## config.mk

```make
export PLATFORM = sky130hd
export DESIGN_NAME = imem_loader
export DESIGN_NICKNAME = d
export VERILOG_FILES = /design/src/rtl/imem_loader.sv
export SDC_FILE = /design/constraint.sdc
export NUM_CORES = 1
export LEC_CHECK = 0
export CAP_MARGIN = 40
export CORE_ASPECT_RATIO = 1.75
export CORE_UTILIZATION = 58
export CTS_BUF_LIST = sky130_fd_sc_hd__clkbuf_8
export CTS_CLUSTER_DIAMETER = 200
export DETAILED_ROUTE_END_ITERATION = 10
export PLACE_DENSITY = 0.87
export SYNTH_ARGS = -nofsm -noshare
export SYNTH_HDL_FRONTEND = slang
export SYNTH_SLANG_ARGS = --single-unit
```

## constraint.sdc

```tcl
create_clock -name CLK -period 5.85 [get_ports CLK]
set_input_delay 0.585 -clock CLK [delete_from_list [all_inputs] [get_ports CLK]]
set_output_delay 0.585 -clock CLK [all_outputs]
set_load 0.1 [all_outputs]
```

## src/rtl/imem_loader.sv

```systemverilog
// Instruction-memory loader: assembles a little-endian byte stream into 32-bit
// words, writes them to IMEM one per COMMIT cycle and keeps the core halted until done.
module imem_loader #(
  parameter int IMEM_SIZE = 256,
  parameter int AW        = 8
) (
  input  logic          CLK,
  input  logic          RST_N,
  input  logic          start,
  input  logic          abort,
  input  logic [AW:0]   len,
  input  logic          in_valid,
  input  logic [7:0]    in_data,
  output logic          in_ready,
  output logic          WE,
  output logic [31:0]   W_Addr,
  output logic [31:0]   W_Ins,
  output logic          core_halt,
  output logic          busy,
  output logic          done,
  output logic          err,
  output logic [31:0]   checksum
);

  typedef enum logic [1:0] {IDLE, LOAD, COMMIT, DONE} state_t;

  localparam logic [AW:0] MAX_LEN = (AW+1)'(IMEM_SIZE);

  state_t      state_q, state_d;
  logic [AW:0] len_q, len_d;
  logic [AW:0] word_cnt_q, word_cnt_d;
  logic [1:0]  byte_cnt_q, byte_cnt_d;
  logic [31:0] word_q, word_d;
  logic [31:0] checksum_q, checksum_d;
  logic        err_q, err_d;

  logic        idle_or_done;
  logic        len_ok;
  logic        accept;
  logic [AW:0] word_cnt_inc;

  assign idle_or_done = (state_q == IDLE) || (state_q == DONE);
  assign len_ok       = (len != '0) && (len <= MAX_LEN);
  // abort wins over a byte handshake in the same cycle, so no byte is taken then
  assign accept       = (state_q == LOAD) && !abort && in_valid;
  assign word_cnt_inc = word_cnt_q + (AW+1)'(1);

  always_ff @(posedge CLK or negedge RST_N) begin
    if (!RST_N) begin
      state_q <= IDLE;
    end else begin
      state_q <= state_d;
    end
  end

  always_comb begin
    state_d = state_q;
    case (state_q)
      IDLE, DONE: if (start && len_ok) state_d = LOAD;
      LOAD: begin
        if (abort)                          state_d = IDLE;
        else if (accept && byte_cnt_q == 2'd3) state_d = COMMIT;
      end
      COMMIT: begin
        if (abort)                     state_d = IDLE;
        else if (word_cnt_inc == len_q) state_d = DONE;
        else                           state_d = LOAD;
      end
      default: state_d = IDLE;
    endcase
  end

  always_comb begin
    in_ready  = (state_q == LOAD) && !abort;
    WE        = (state_q == COMMIT) && !abort;
    // word_cnt_q < len_q <= IMEM_SIZE in COMMIT, so the low AW bits hold the index
    W_Addr    = (state_q == COMMIT) ? {{(30-AW){1'b0}}, word_cnt_q[AW-1:0], 2'b00} : '0;
    W_Ins     = (state_q == COMMIT) ? word_q : '0;
    core_halt = (state_q != DONE);
    busy      = (state_q == LOAD) || (state_q == COMMIT);
    done      = (state_q == DONE);
    err       = err_q;
    checksum  = checksum_q;
  end

  always_comb begin
    len_d      = len_q;
    word_cnt_d = word_cnt_q;
    byte_cnt_d = byte_cnt_q;
    word_d     = word_q;
    checksum_d = checksum_q;
    err_d      = err_q;
    if (idle_or_done && start) begin
      if (len_ok) begin
        len_d      = len;
        word_cnt_d = '0;
        byte_cnt_d = '0;
        checksum_d = '0;
        err_d      = 1'b0;
      end else begin
        err_d      = 1'b1;
      end
    end else if (state_q == LOAD) begin
      if (abort) begin
        byte_cnt_d = '0;
      end else if (accept) begin
        word_d[{byte_cnt_q, 3'b000} +: 8] = in_data;
        byte_cnt_d = byte_cnt_q + 2'd1;
      end
    end else if (state_q == COMMIT) begin
      byte_cnt_d = '0;
      if (!abort) begin
        checksum_d = checksum_q + word_q;
        word_cnt_d = word_cnt_inc;
      end
    end
  end

  always_ff @(posedge CLK or negedge RST_N) begin
    if (!RST_N) begin
      len_q      <= '0;
      word_cnt_q <= '0;
      byte_cnt_q <= '0;
      word_q     <= '0;
      checksum_q <= '0;
      err_q      <= 1'b0;
    end else begin
      len_q      <= len_d;
      word_cnt_q <= word_cnt_d;
      byte_cnt_q <= byte_cnt_d;
      word_q     <= word_d;
      checksum_q <= checksum_d;
      err_q      <= err_d;
    end
  end

endmodule
```

==> flow_summary.ini <==
[grt]
grt_pass1_wl_um = 28300
grt_overflow = 0
grt_use_total_pct = 34.8
first_global_vias = 6031
antenna_found_initial = 0
grt_max_degree = 68

[die]
core_mm2 = 0.00985
num_rows = 48
num_io_pins = 124
fp.dieW_um = 78.2
die_area_mm2 = 0.0106
start_util_pct = 59.9
die_h_um = 135

[sta]
rsz0062_at_grt = no
slew_viol_final = 0
setup_viol = 0
relSlewSlack_pct = 41.6
fin_ws_ns = 2.64
timing.final.crit_share_pct = 54.9
hold_viol = 0
fin_tns_setup_ns = 0
max_freq_mhz = 311
finalClockSkew_ns = 0.0122
tightest_slew_ns = 0.874
layout_min_cycle_time_ns = 3.21

[pwr]
irDropWorstVdd_mv = 0.348
p_leak_uw = 0.00368
power_density_mw_per_mm2 = 287

[route]
vias_per_cell = 5.94
drtIter0Drc = 443
ant_nets = 0
first_pass_iters = 5
drc = 0
wl_per_cell_um = 18.0
drt_wl_total_um = 17500
vias = 5774

[critical_path]
worstPathRequired_ns = 6.08
regToRegSetupSlack_ns = 2.64
worstSetupEndpointType = register
start_kind = register
cp_max_fo = 4
worstSetupPathType = reg2reg
critical_path_arrival_ns = 3.45

[synth]
avgSynthCellArea_um2 = 8.70
synthXorXnorAreaFrac_pct = 5.79
yosysWarnings = 0
netlist-cell-type-count = 70
post-synth-top-area-cell = dfrtp_1
synth_top_family_by_area = simple AND/OR/NAND/NOR gates
synth_edf_count = 0
synth_compound_area_share_pct = 19.2
synthMuxAreaShare_pct = 1.91
synthArstFlopShare_pct = 100
synth_area_mm2 = 0.00590
synth_area_leaders = dfrtp_1, ha_1, nand2_1
seq_area_frac_synth_pct = 36.9
synth_most_common_cell = nand2_1
ys_top_cells_by_count = nand2_1, dfrtp_1, o21ai_0
ys_ff_latch = 87
synthAdderAreaFrac_pct = 8.82
synthCells = 678
synthSimpleGateAreaFrac_pct = 21.0
ys.flop_type = dfrtp_1
synth_top_area_share_pct = 36.9

[clock_network]
holdBufCountCts = 0
tritoncts = yes
clk_path_buf_depth = 2
cts.sinks = 87
cts_resized = 0
cts_root_buf = clkbuf_8
cts_buffers = 9
htreeDepth = 3
clk_pin_slew_worst_paths_ns = 0.09
post-cts-setup-buffer-count = 0
clock_latency_ns = 0.36

[placement]
io_buffers = 99
dp_hpwl_um = 13800
pre_cts_ws_ns = 2.33
gp_congestion = 0.921

[cells_and_area]
area_growth_pct = 40.1
nets = 905
drive_gt1_share_pct = 15.6
antenna_cells = 0
final.fill_count = 537

[outcome]
outcome = finished, final reports clean

[hold_path]
hold_class = in2async

[job]
cap_violations = 0
## kinds of logic after synthesis
| kind of cell | Yosys count |
|---|---|
| and+or+nand+nor | 255 |
| other | 1 |
| muxes | 10 |
| buffers and inverters | 67 |
| AOI/OAI and AO/OA | 178 |
| DFF | 87 |
| adders and majority gates | 41 |
| xor gates and xnor gates | 39 |
## flip-flops by register name, indices dropped and copies added (netlist names)
| signal | count |
|---|---|
| err | 1 |
| checksum | 32 |
| byte_cnt_q | 2 |
| len_q | 9 |
| word_cnt_q | 9 |
| word_q | 32 |
| state_q | 2 |
## path summary, 6_finish.rpt
path                                    startpoint                  endpoint  depth (start not counted)
hold / removal                               RST_N      len_q[0]$_DFFE_PN0P_                          1
max in group asynchronous                    RST_N    word_q[13]$_DFFE_PN0P_                          2
setup / recovery           checksum[0]$_DFFE_PN0P_  checksum[28]$_DFFE_PN0P_                         10
setup reg to reg           checksum[0]$_DFFE_PN0P_  checksum[28]$_DFFE_PN0P_                         10
min in group CLK                   err$_DFFE_PN0P_           err$_DFFE_PN0P_                          1
hold reg to reg                    err$_DFFE_PN0P_           err$_DFFE_PN0P_                          1
## power by group
group,leakage [uW],internal [uW],switching (uW)
combinational,0.00240,392,740
sequential,0.00118,696,101
clock,0.000105,220,221
total,0.00368,1310,1060
## area by class of cell
| type | instances | area (um^2) | share of cell area [%] |
|---|---|---|---|
| tap | 125 | 156 | 1.89 |
| clock buffer | 11 | 151 | 1.83 |
| clock inverter | 5 | 56.3 | 0.682 |
| sequential | 87 | 2180 | 26.4 |
| multi-input combinational | 547 | 3440 | 41.6 |
| inverter | 15 | 56.3 | 0.682 |
| timing repair buffer | 182 | 2220 | 26.9 |
## critical path: stages, from the launching register on
cell	delay [ns]
dfrtp_1	0.42
ha_1	0.27
fa_1	0.43
a21oi_1	0.28
o22ai_1	0.18
o41a_1	0.43
a31o_2	0.32
a31oi_2	0.31
o21ai_1	0.15
xnor2_1	0.21
o21ai_1	0.09
## cell usage in the layout, fill, tap and decap left out, types with 5 or more instances in the layout
cell type and n:
mux2_2 10, conb_1 24, nor2_1 23, nor3_1 6, nand4_1 8, and3_1 6
inv_1 15, a21oi_1 25, and2_1 45, xor2_1 16, a31oi_1 6, a21o_1 14
o21ai_0 68, o21ai_1 13, o211ai_1 5, buf_8 79, clkbuf_8 11, nand2_1 129
o31ai_1 7, xnor2_1 23, nand3_1 9, ha_1 40, dfrtp_1 87, clkdlybuf4s50_1 98
## routing by layer
metal	wire length, um	track usage, %	up-vias	part of all wire (%)
li1	-	-	2647	-
met1	5690	34.4	2738	32
met2	9730	64.2	287	56
met3	997	7.07	102	5.7
met4	1090	23.5	0	6.2
met5	0	0	-	0
## per-stage QoR
stage                     total power [uW]  cell area (um^2)  cells  util [%]  hold WS (ns)
after floorplan                       1540              5980    701         -         0.289
after global placement                1740              6840    876      69.4         0.485
after detailed placement              1930              8050    956      81.8         0.493
after CTS                             2360              8260    972      83.9         0.109
after global routing                  2470              8260    972      83.9         0.101
final                                 2370              8260    972      83.9         0.109
No activity file was read; power rests on OpenSTA's default activity.
